## src/rtl/coffee_brew_sequencer.sv

```systemverilog
// coffee_brew_sequencer: runs the heater/grinder/pump/milk-valve phases for one paid drink,
// tracks coffee and milk stock, and holds a single pending request that arrives mid-brew.
// Ports: clk_i/reset_i (async, active-high); brew_req_i + drink_sel_i request a drink;
//   temp_ok_i, abort_i, fault_clear_i steer the sequence; refill_*_i reload stock to capacity;
//   actuator enables and fault_o are Moore decodes of the state; *_o pulses are registered;
//   coffee/milk levels and their low-stock flags are reported continuously.
module coffee_brew_sequencer #(
    parameter int GRIND_CYC    = 4,
    parameter int BREW_CYC     = 6,
    parameter int MILK_CYC     = 3,
    parameter int HEAT_TIMEOUT = 15,
    parameter int COFFEE_CAP   = 50,
    parameter int MILK_CAP     = 30,
    parameter int LOW_THRESH   = 5
) (
    input  logic       clk_i,
    input  logic       reset_i,
    input  logic       brew_req_i,
    input  logic [1:0] drink_sel_i,
    input  logic       temp_ok_i,
    input  logic       abort_i,
    input  logic       fault_clear_i,
    input  logic       refill_coffee_i,
    input  logic       refill_milk_i,
    output logic       busy_o,
    output logic       heater_on_o,
    output logic       grinder_on_o,
    output logic       pump_on_o,
    output logic       milk_valve_on_o,
    output logic       brew_done_o,
    output logic       req_reject_o,
    output logic       req_dropped_o,
    output logic       aborted_o,
    output logic       fault_o,
    output logic [7:0] coffee_level_o,
    output logic [7:0] milk_level_o,
    output logic       low_coffee_o,
    output logic       low_milk_o
);

    typedef enum logic [2:0] {
        S_IDLE, S_HEAT, S_GRIND, S_BREW, S_MILK, S_DONE, S_FAULT
    } state_t;

    localparam logic [7:0] C_CAP       = 8'(COFFEE_CAP);
    localparam logic [7:0] M_CAP       = 8'(MILK_CAP);
    localparam logic [7:0] LOW_T       = 8'(LOW_THRESH);
    localparam logic [7:0] HEAT_LAST   = 8'(HEAT_TIMEOUT - 1);
    localparam logic [7:0] BREW_LAST   = 8'(BREW_CYC - 1);
    localparam logic [7:0] GRIND1_LAST = 8'(GRIND_CYC - 1);
    localparam logic [7:0] GRIND2_LAST = 8'(2 * GRIND_CYC - 1);
    localparam logic [7:0] MILK1_LAST  = 8'(MILK_CYC - 1);
    localparam logic [7:0] MILK2_LAST  = 8'(2 * MILK_CYC - 1);

    state_t     state_q;
    logic [7:0] timer_q;
    logic [7:0] coffee_q, milk_q;
    logic       pend_vld_q;
    logic [1:0] pend_sel_q;
    logic       rcp_dbl_q;      // recipe needs two coffee doses
    logic [1:0] rcp_milk_q;     // recipe milk doses (0..2)
    logic       reject_q, dropped_q, aborted_q;

    logic       src_vld;
    logic [1:0] src_sel;
    logic [7:0] need_c, need_m;
    logic       stock_ok;
    logic       accept;
    logic [7:0] coffee_d, milk_d;
    logic       grind_last, milk_last;
    logic       phase_active;

    always_comb begin
        // The pending slot is older than a fresh request, so it is served first.
        src_vld  = brew_req_i | pend_vld_q;
        src_sel  = pend_vld_q ? pend_sel_q : drink_sel_i;
        need_c   = (src_sel == 2'b10) ? 8'd2 : 8'd1;
        case (src_sel)
            2'b01:   need_m = 8'd1;
            2'b11:   need_m = 8'd2;
            default: need_m = 8'd0;
        endcase
        stock_ok = (coffee_q >= need_c) && (milk_q >= need_m);
        accept   = (state_q == S_IDLE) && src_vld && stock_ok;

        coffee_d = coffee_q;
        milk_d   = milk_q;
        if (accept) begin
            coffee_d = coffee_q - need_c;
            milk_d   = milk_q - need_m;
        end
        // A refill wins over a same-cycle deduction.
        if (refill_coffee_i) coffee_d = C_CAP;
        if (refill_milk_i)   milk_d   = M_CAP;

        grind_last   = (timer_q == (rcp_dbl_q ? GRIND2_LAST : GRIND1_LAST));
        milk_last    = (timer_q == ((rcp_milk_q == 2'd2) ? MILK2_LAST : MILK1_LAST));
        phase_active = (state_q == S_HEAT) || (state_q == S_GRIND) ||
                       (state_q == S_BREW) || (state_q == S_MILK);
    end

    always_ff @(posedge clk_i or posedge reset_i) begin
        if (reset_i) begin
            state_q    <= S_IDLE;
            timer_q    <= 8'd0;
            coffee_q   <= C_CAP;
            milk_q     <= M_CAP;
            pend_vld_q <= 1'b0;
            pend_sel_q <= 2'b00;
            rcp_dbl_q  <= 1'b0;
            rcp_milk_q <= 2'd0;
            reject_q   <= 1'b0;
            dropped_q  <= 1'b0;
            aborted_q  <= 1'b0;
        end else begin
            reject_q  <= 1'b0;
            dropped_q <= 1'b0;
            aborted_q <= 1'b0;
            coffee_q  <= coffee_d;
            milk_q    <= milk_d;

            case (state_q)
                S_IDLE: begin
                    if (src_vld) begin
                        if (stock_ok) begin
                            state_q    <= S_HEAT;
                            timer_q    <= 8'd0;
                            rcp_dbl_q  <= (src_sel == 2'b10);
                            rcp_milk_q <= need_m[1:0];
                        end else begin
                            reject_q <= 1'b1;
                        end
                    end
                    // Pending entry is consumed (served or rejected); a concurrent
                    // fresh request takes its place.
                    if (pend_vld_q) begin
                        pend_vld_q <= brew_req_i;
                        pend_sel_q <= drink_sel_i;
                    end
                end
                S_HEAT: begin
                    if (temp_ok_i) begin
                        state_q <= S_GRIND;
                        timer_q <= 8'd0;
                    end else if (timer_q == HEAT_LAST) begin
                        state_q <= S_FAULT;
                        timer_q <= 8'd0;
                    end else begin
                        timer_q <= timer_q + 8'd1;
                    end
                end
                S_GRIND: begin
                    if (grind_last) begin
                        state_q <= S_BREW;
                        timer_q <= 8'd0;
                    end else begin
                        timer_q <= timer_q + 8'd1;
                    end
                end
                S_BREW: begin
                    if (timer_q == BREW_LAST) begin
                        state_q <= (rcp_milk_q != 2'd0) ? S_MILK : S_DONE;
                        timer_q <= 8'd0;
                    end else begin
                        timer_q <= timer_q + 8'd1;
                    end
                end
                S_MILK: begin
                    if (milk_last) begin
                        state_q <= S_DONE;
                        timer_q <= 8'd0;
                    end else begin
                        timer_q <= timer_q + 8'd1;
                    end
                end
                S_DONE: begin
                    state_q <= S_IDLE;
                end
                S_FAULT: begin
                    pend_vld_q <= 1'b0;
                    if (fault_clear_i) state_q <= S_IDLE;
                end
                default: begin
                    state_q <= S_IDLE;
                    timer_q <= 8'd0;
                end
            endcase

            // Abort is assigned last so it overrides any phase-end transition.
            if (abort_i && phase_active) begin
                state_q   <= S_IDLE;
                timer_q   <= 8'd0;
                aborted_q <= 1'b1;
            end

            // Requests outside IDLE: park one, drop the rest; FAULT never parks.
            if (brew_req_i && (state_q != S_IDLE)) begin
                if ((state_q != S_FAULT) && !pend_vld_q) begin
                    pend_vld_q <= 1'b1;
                    pend_sel_q <= drink_sel_i;
                end else begin
                    dropped_q <= 1'b1;
                end
            end
        end
    end

    assign busy_o          = (state_q != S_IDLE) || pend_vld_q;
    assign heater_on_o     = (state_q == S_HEAT) || (state_q == S_BREW);
    assign grinder_on_o    = (state_q == S_GRIND);
    assign pump_on_o       = (state_q == S_BREW);
    assign milk_valve_on_o = (state_q == S_MILK);
    assign brew_done_o     = (state_q == S_DONE);
    assign fault_o         = (state_q == S_FAULT);
    assign req_reject_o    = reject_q;
    assign req_dropped_o   = dropped_q;
    assign aborted_o       = aborted_q;
    assign coffee_level_o  = coffee_q;
    assign milk_level_o    = milk_q;
    assign low_coffee_o    = (coffee_q <= LOW_T);
    assign low_milk_o      = (milk_q <= LOW_T);

endmodule
```

## config.mk

```make
export PLATFORM = sky130hd
export DESIGN_NAME = coffee_brew_sequencer
export DESIGN_NICKNAME = d
export VERILOG_FILES = /design/src/rtl/coffee_brew_sequencer.sv
export SDC_FILE = /design/constraint.sdc
export NUM_CORES = 1
export LEC_CHECK = 0
export CORE_MARGIN = 2
export CORE_UTILIZATION = 59
export CTS_BUF_LIST = sky130_fd_sc_hd__clkbuf_8
export CTS_CLUSTER_DIAMETER = 120
export DETAILED_ROUTE_END_ITERATION = 12
export GPL_TIMING_DRIVEN = 1
export PLACE_DENSITY = 0.87
export RECOVER_POWER = 50
export SYNTH_ARGS = -nofsm -noshare
export SYNTH_HDL_FRONTEND = slang
export SYNTH_SLANG_ARGS = --single-unit
```

## constraint.sdc

```tcl
create_clock -name clk_i -period 8 [get_ports clk_i]
set_input_delay 1.6 -clock clk_i [delete_from_list [all_inputs] [get_ports clk_i]]
set_output_delay 1.6 -clock clk_i [all_outputs]
set_load 0.01 [all_outputs]
```

# Word-level counts from Yosys, hierarchy flattened

Index checks and enable logic that the tools add are counted.

Multiply operators: 0
$lt $le $gt $ge: 4
Shift operators: 0
$add $sub $neg: 3
Div/mod/pow operators: 0
Multiplexer cells: 43
Reduce and logical (&&, ||, !) cells: 21
Equal/unequal tests: 23
Bitwise logic cells: 1

Operator list:

| kind                  | number |
|---|---|
| $mux W8               | 12 |
| $pmux W8 S6           | 1 |
| $mux W3               | 11 |
| $pmux W3 S6           | 1 |
| $eq A8 B3 Y1          | 2 |
| $le A8 B3 Y1 const B  | 2 |
| $mux W2               | 6 |
| $mux W1               | 10 |
| $eq A3 B3 Y1 const B  | 3 |
| $ne A3 B1 Y1 const B  | 3 |
| $ne A3 B2 Y1 const B  | 3 |
| $add A8 B1 Y8 const B | 1 |
| $eq A8 B3 Y1 const B  | 1 |
| $eq A8 B4 Y1 const B  | 1 |
| $ge A8 B2 Y1          | 1 |
| $ge A8 B8 Y1          | 1 |
| $sub A8 B2 Y8         | 1 |
| $sub A8 B8 Y8         | 1 |
| $reduce_and A7 Y1     | 1 |
| $eq A2 B2 Y1 const B  | 3 |
| $eq A3 B2 Y1 const B  | 2 |
| $logic_and A1 B1 Y1   | 6 |
| $reduce_and A3 Y1     | 2 |
| $reduce_bool A2 Y1    | 3 |
| other kinds (13)      | 17 |

RAM bits: 0
Memories: 0
Logic and storage cells: 106
Register bits: 36
Input bits: 10
Bits in latches: 0
ROM bits: 0

# Longest topological paths before layout

Word-level depth: 9
Gate-level depth with buffers: 12
Mapped depth without buffers: 10

# Worst setup path before layout

OpenSTA, ideal clock, no wires.

Path type: input port to flip-flop
From: in drink_sel_i[0]
To: reg coffee_q[5], in the netlist coffee_level_o[5]
Data required time: 7.912 ns
Setup slack: 4.403 ns
Stages: 10
Library setup time: 0.088 ns
Buffers on the path: 0
Data arrival time: 3.509 ns
Path through: nand2b_1 nor2_1 a31oi_1 inv_1 fa_1 nor3b_1 nand3_1 nand4_2 o31a_1 or3_1

Longest elaborated chain between the ends: 7
Elaborated cells on any way between the ends: 14
Classes of those cells: 1 x add/sub; 2 x order compare; 3 x eq/ne; 5 x mux; 3 x reduce/logical

RTL lines:

| what                                         | line | source |
|---|---|---|
| start, declared                              | 19   | `input logic [1:0] drink_sel_i,` |
| $mux W2 *                                    | 76   | `src_sel = pend_vld_q ? pend_sel_q : drink_sel_i;` |
| $eq A2 B2 Y1 or $eq A2 B1 Y1 (tied branches) | 78   | `case (src_sel)` |
| $pmux W2 S2 *                                | 78   |  |
| via need_m[1]                                | 66   | `logic [7:0] need_c, need_m;` |
| $ge A8 B8 Y1 *                               | 83   | `stock_ok = (coffee_q >= need_c) && (milk_q >= need_m);` |
| $logic_and A1 B1 Y1 *                        | 83   |  |
| $logic_and A1 B1 Y1 *                        | 84   | `accept = (state_q == S_IDLE) && src_vld && stock_ok;` |
| $reduce_bool A2 Y1 (no source line) *        | --   |  |
| end signal, assigned                         | 119  | `coffee_q <= coffee_d;` |
| end, declared                                | 57   | `logic [7:0] coffee_q, milk_q;` |

The timed path passes the listed nets; every way through them passes the cells marked *. The select of a mux whose other input is x is not followed.
A chain may end at the register's enable or synchronous reset.

# Worst setup path in the final report

From: in drink_sel_i[0]
To: reg coffee_q[0], in the netlist coffee_level_o[0]

Longest elaborated chain between the ends: 7
Elaborated cells on any way between the ends: 14
Classes of those cells: 1 x add/sub; 2 x order compare; 3 x eq/ne; 5 x mux; 3 x reduce/logical

RTL lines:

| what                                | line | source |
|---|---|---|
| $mux W2                             | 76   |  |
| $eq A2 B2 Y1                        | 77   | `need_c = (src_sel == 2'b10) ? 8'd2 : 8'd1;` |
| $mux W2                             | 77   |  |
| via need_c[1]                       | 66   |  |
| $ge A8 B2 Y1                        | 83   |  |
| $logic_and A1 B1 Y1                 | 83   |  |
| $logic_and A1 B1 Y1                 | 84   |  |
| $reduce_bool A2 Y1 (no source line) | --   |  |

The timed path passes the listed nets, and every way through them passes these cells. The select of a mux whose other input is x is not followed.

==> metrics.txt <==
# TYPE chip_impl_metric gauge
chip_impl_metric{name="pwr_per_cell_area",unit="mW/mm^2"} 309
chip_impl_metric{name="buffer_count_from_post_cts_setup_fixing",unit=""} 0
chip_impl_metric{name="hold_violations",unit=""} 0
chip_impl_metric{name="slew_viol_final",unit=""} 37
chip_impl_metric{name="reg2reg_depth",unit=""} 10
chip_impl_metric{name="synth_top_area_share",unit="%"} 32.3
chip_impl_info{name="grt_setup_unrepaired",value="false"} 1
chip_impl_metric{name="synth.yosys.warnings",unit=""} 0
chip_impl_metric{name="r2r_setup_slack",unit="ns"} 4.95
chip_impl_metric{name="netlist_instances",unit=""} 242
chip_impl_metric{name="drt-vias-per-instance",unit=""} 6.06
chip_impl_metric{name="worst_slew_margin_rel",unit="%"} -26.1
chip_impl_metric{name="synth.lib_cells_used.distinct",unit=""} 54
chip_impl_metric{name="number_of_input_and_output_port_buffers_inserted",unit=""} 37
chip_impl_metric{name="cp_data_arrival_time",unit="ns"} 4.45
chip_impl_info{name="timing.setup.critical_path_class",value="in -> reg"} 1
chip_impl_metric{name="syn2layout_area_growth",unit="%"} 22.7
chip_impl_metric{name="clock_insertion_delay_worst_skew",unit="ns"} 0.29
chip_impl_info{name="critical_path.endpoint_type",value="flip-flop"} 1
chip_impl_metric{name="post_route_cells_drive_above_1_share",unit="%"} 9.75
chip_impl_info{name="violations_in_the_final_reports",value="max-capacitance violations, max-slew violations"} 1
chip_impl_metric{name="p_leak",unit="nW"} 1.19
chip_impl_metric{name="numCtsBuffers",unit=""} 5
chip_impl_info{name="min-delay-start",value="rcp_milk_q[1]"} 1
chip_impl_metric{name="max_cap_violations",unit=""} 1
chip_impl_metric{name="dr.pass1.iters",unit=""} 4
chip_impl_metric{name="placeableCoreArea",unit="mm^2"} 0.00366
chip_impl_info{name="clock_tree.root_cell",value="sky130_fd_sc_hd__clkbuf_8"} 1
chip_impl_metric{name="report.power.total",unit="uW"} 850
chip_impl_metric{name="wl_per_cell",unit="um"} 15.1
chip_impl_metric{name="die-height",unit="um"} 65.7
chip_impl_info{name="synth.most_common_cell",value="sky130_fd_sc_hd__dfrtp_1"} 1
chip_impl_info{name="outcome",value="complete, but fails checks"} 1
chip_impl_metric{name="clock_tree.htree_level_count",unit=""} 2
chip_impl_info{name="worst_r2r_endpoint",value="coffee_level_o[0]"} 1
chip_impl_metric{name="first_iter_violations",unit=""} 141
chip_impl_metric{name="grt_pass1_vias",unit=""} 1997
chip_impl_metric{name="grt_pass1_wl",unit="um"} 8510
chip_impl_metric{name="cts_sinks",unit=""} 36
chip_impl_info{name="regToRegStartpoint",value="pend_vld_q"} 1
chip_impl_metric{name="fin_crit",unit="ns"} 4.24
chip_impl_metric{name="ioPinCount",unit=""} 38
chip_impl_metric{name="effective_utilization_at_floorplan",unit="%"} 61.4
chip_impl_metric{name="timing.critical_path.required",unit="ns"} 8.21
chip_impl_metric{name="timing.critical_path.fanout_max",unit=""} 13
chip_impl_metric{name="final_nets",unit=""} 295
chip_impl_metric{name="maxClockFrequency",unit="GHz"} 0.236
chip_impl_metric{name="remaining_routing_drc_violations",unit=""} 0
chip_impl_metric{name="clock_transition_at_the_registers_of_the_reported_paths",unit="ns"} 0.07
chip_impl_metric{name="fin_tns_setup",unit="ns"} 0
chip_impl_metric{name="post_cts_hold_buffer_count",unit=""} 0
chip_impl_info{name="synth_commonest_cells",value="sky130_fd_sc_hd__dfrtp_1, sky130_fd_sc_hd__inv_1, sky130_fd_sc_hd__o21ai_0"} 1
chip_impl_metric{name="nFillCells",unit=""} 273
chip_impl_metric{name="detailedPlacementHpwl",unit="um"} 3530
chip_impl_metric{name="ant_nets",unit=""} 0
chip_impl_metric{name="routed-via-count",unit=""} 1971
chip_impl_metric{name="ctsResizeCount",unit=""} 0
chip_impl_metric{name="drt_wirelength",unit="um"} 4900
chip_impl_metric{name="net_count_synth",unit=""} 261
chip_impl_metric{name="global_route_overflow",unit=""} 0
chip_impl_metric{name="fp.dieArea",unit="mm^2"} 0.00432
chip_impl_metric{name="grt_start_max_net_pins",unit=""} 37
chip_impl_metric{name="synth_sequential_area_ratio",unit="%"} 40.5
chip_impl_info{name="timing.hold.worst.class",value="reg -> reg"} 1
chip_impl_metric{name="report.final.setup_viol",unit=""} 0
chip_impl_metric{name="die_width",unit="um"} 65.7
chip_impl_info{name="min_delay_worst_endpoint",value="rcp_milk_q[1]"} 1
chip_impl_metric{name="antenna-diode-count",unit=""} 0
chip_impl_info{name="yosys_most_used_dff",value="sky130_fd_sc_hd__dfrtp_1"} 1
chip_impl_metric{name="syn_area_per_cell",unit="um^2"} 9.29
chip_impl_metric{name="synth-seq-cells",unit=""} 36
chip_impl_metric{name="grt_antenna_before_repair",unit=""} 0
chip_impl_metric{name="largest_buffer_count_on_any_clock_path",unit=""} 2
chip_impl_info{name="synth_top_cell_by_area",value="sky130_fd_sc_hd__dfrtp_1"} 1
chip_impl_metric{name="hold_depth",unit=""} 2
chip_impl_info{name="ys_top_cells_by_area",value="sky130_fd_sc_hd__dfrtp_1, sky130_fd_sc_hd__dfstp_2, sky130_fd_sc_hd__o21ai_0, sky130_fd_sc_hd__ha_1, sky130_fd_sc_hd__inv_1"} 1
chip_impl_info{name="cts_tree",value="built"} 1
chip_impl_metric{name="std_cell_rows",unit=""} 22
chip_impl_metric{name="synth_edf_count",unit=""} 0
chip_impl_metric{name="period_share",unit="%"} 53.0
chip_impl_metric{name="syn_area",unit="mm^2"} 0.00225
chip_impl_metric{name="vdd.ir_drop.worst",unit="mV"} 0.168
chip_impl_metric{name="fin_skew",unit="ns"} 0.00585
chip_impl_metric{name="asyncSetResetFlopFracSynth",unit="%"} 100
chip_impl_metric{name="gr_usage_total",unit="%"} 25.4
chip_impl_metric{name="gp_congestion",unit=""} 0.795
chip_impl_info{name="start_kind",value="input pin"} 1
chip_impl_metric{name="worst_pin_slew",unit="ns"} 1.89
[kinds of logic (layout without fill, tap and decap cells)]
logic type / count (synthesis) / in the layout / synth area share [%]
adder cells (fa/ha/maj): 9 / 9 / 5.68
XOR/XNOR: 8 / 8 / 3.12
multiplexers: 5 / 5 / 2.45
flip-flops: 36 / 36 / 40.5
AO/OA/AOI/OAI: 59 / 59 / 18.3
buffers and inverters: 31 / 66 / 5.62
AND/OR/NAND/NOR: 94 / 94 / 24.3
[power breakdown]
| part | internal [mW] | total, mW | switching (mW) |
|---|---|---|---|
| Combinational | 0.177 | 0.376 | 0.199 |
| Clock | 0.110 | 0.175 | 0.0653 |
| Sequential | 0.231 | 0.299 | 0.0681 |
[stage by stage]
step	hold slack (ns)	setup slack, ns	cell area, um^2	instances	utilization, %
finish	0.537	3.76	2760	325	75.3
CTS	0.535	3.78	2760	325	75.4
global placement	0.507	3.62	2630	317	71.9
detailed placement	0.519	3.49	2630	317	71.9
global route	0.575	3.54	2760	325	75.3
floorplan	0.469	4.40	2250	242	-
[cell usage in the layout (no fill, tap or decap), types with 3 or more instances in the layout]
| master | n |
|---|---|
| sky130_fd_sc_hd__nor2b_1 | 5 |
| sky130_fd_sc_hd__clkdlybuf4s50_1 | 25 |
| sky130_fd_sc_hd__clkbuf_8 | 7 |
| sky130_fd_sc_hd__nor3b_1 | 4 |
| sky130_fd_sc_hd__dfstp_2 | 7 |
| sky130_fd_sc_hd__a211oi_1 | 3 |
| sky130_fd_sc_hd__mux2_2 | 4 |
| sky130_fd_sc_hd__o21ai_0 | 18 |
| sky130_fd_sc_hd__or4_1 | 4 |
| sky130_fd_sc_hd__nor4_1 | 3 |
| sky130_fd_sc_hd__o211ai_1 | 4 |
| sky130_fd_sc_hd__nand4_1 | 4 |
| sky130_fd_sc_hd__nand2_1 | 14 |
| sky130_fd_sc_hd__or3_1 | 5 |
| sky130_fd_sc_hd__nor2_1 | 15 |
| sky130_fd_sc_hd__o31ai_1 | 4 |
| sky130_fd_sc_hd__dlygate4sd3_1 | 12 |
| sky130_fd_sc_hd__dfrtp_1 | 29 |
| sky130_fd_sc_hd__xor2_1 | 8 |
| sky130_fd_sc_hd__inv_1 | 20 |
| sky130_fd_sc_hd__nor3_1 | 7 |
| sky130_fd_sc_hd__a21oi_1 | 6 |
| sky130_fd_sc_hd__nor4b_1 | 3 |
| sky130_fd_sc_hd__ha_1 | 7 |
| sky130_fd_sc_hd__nand3_1 | 9 |
| sky130_fd_sc_hd__nand2b_1 | 9 |
[flip-flops by register name, indices dropped and copies added (netlist names)]
signal          count
milk_level_o        8
pend_vld_q          1
coffee_level_o      8
rcp_milk_q          2
timer_q             8
req_dropped_o       1
req_reject_o        1
rcp_dbl_q           1
aborted_o           1
pend_sel_q          2
state_q             3
[routing by layer]
layer / part of all wire [%] / vias up / track usage [%]
li1: - / 949 / -
met1: 44 / 945 / 31.0
met2: 49 / 66 / 42.9
met3: 5.4 / 11 / 5.65
met4: 1.6 / 0 / 10.9
met5: 0 / - / 0
[worst max path at each step]
stage	from	to	slack (ns)	cells past startpoint
after CTS	drink_sel_i[0]	coffee_level_o[0]	3.78	10
final	drink_sel_i[0]	coffee_level_o[0]	3.76	10
after detailed placement	drink_sel_i[0]	coffee_level_o[0]	3.49	10
after floorplan	drink_sel_i[0]	coffee_level_o[5]	4.40	10
after global routing	drink_sel_i[0]	timer_q[6]	3.54	10
after global placement	drink_sel_i[0]	coffee_level_o[0]	3.62	10
[critical path: stages]
cell and delay, ns:
sky130_fd_sc_hd__clkdlybuf4s50_1 0.50, sky130_fd_sc_hd__nor2_1 0.06, sky130_fd_sc_hd__a32oi_1 0.32, sky130_fd_sc_hd__inv_1 0.11, sky130_fd_sc_hd__fa_1 0.42, sky130_fd_sc_hd__nor3b_1 0.17, sky130_fd_sc_hd__nand3_1 0.32, sky130_fd_sc_hd__nand3_1 0.41
sky130_fd_sc_hd__or2_2 0.41, sky130_fd_sc_hd__a21oi_1 0.14
[cell type report]
| class | count | area (um^2) | area share [%] |
|---|---|---|---|
| clock buffer | 7 | 96.3 | 3.50 |
| clock inverter | 1 | 30.0 | 1.09 |
| inverter | 20 | 75.1 | 2.72 |
| multi-input combinational | 175 | 1210 | 43.9 |
| sequential | 36 | 910 | 33.0 |
| tap | 48 | 60.1 | 2.18 |
| timing repair buffer | 38 | 374 | 13.6 |
No activity file was read; power rests on OpenSTA's default activity.
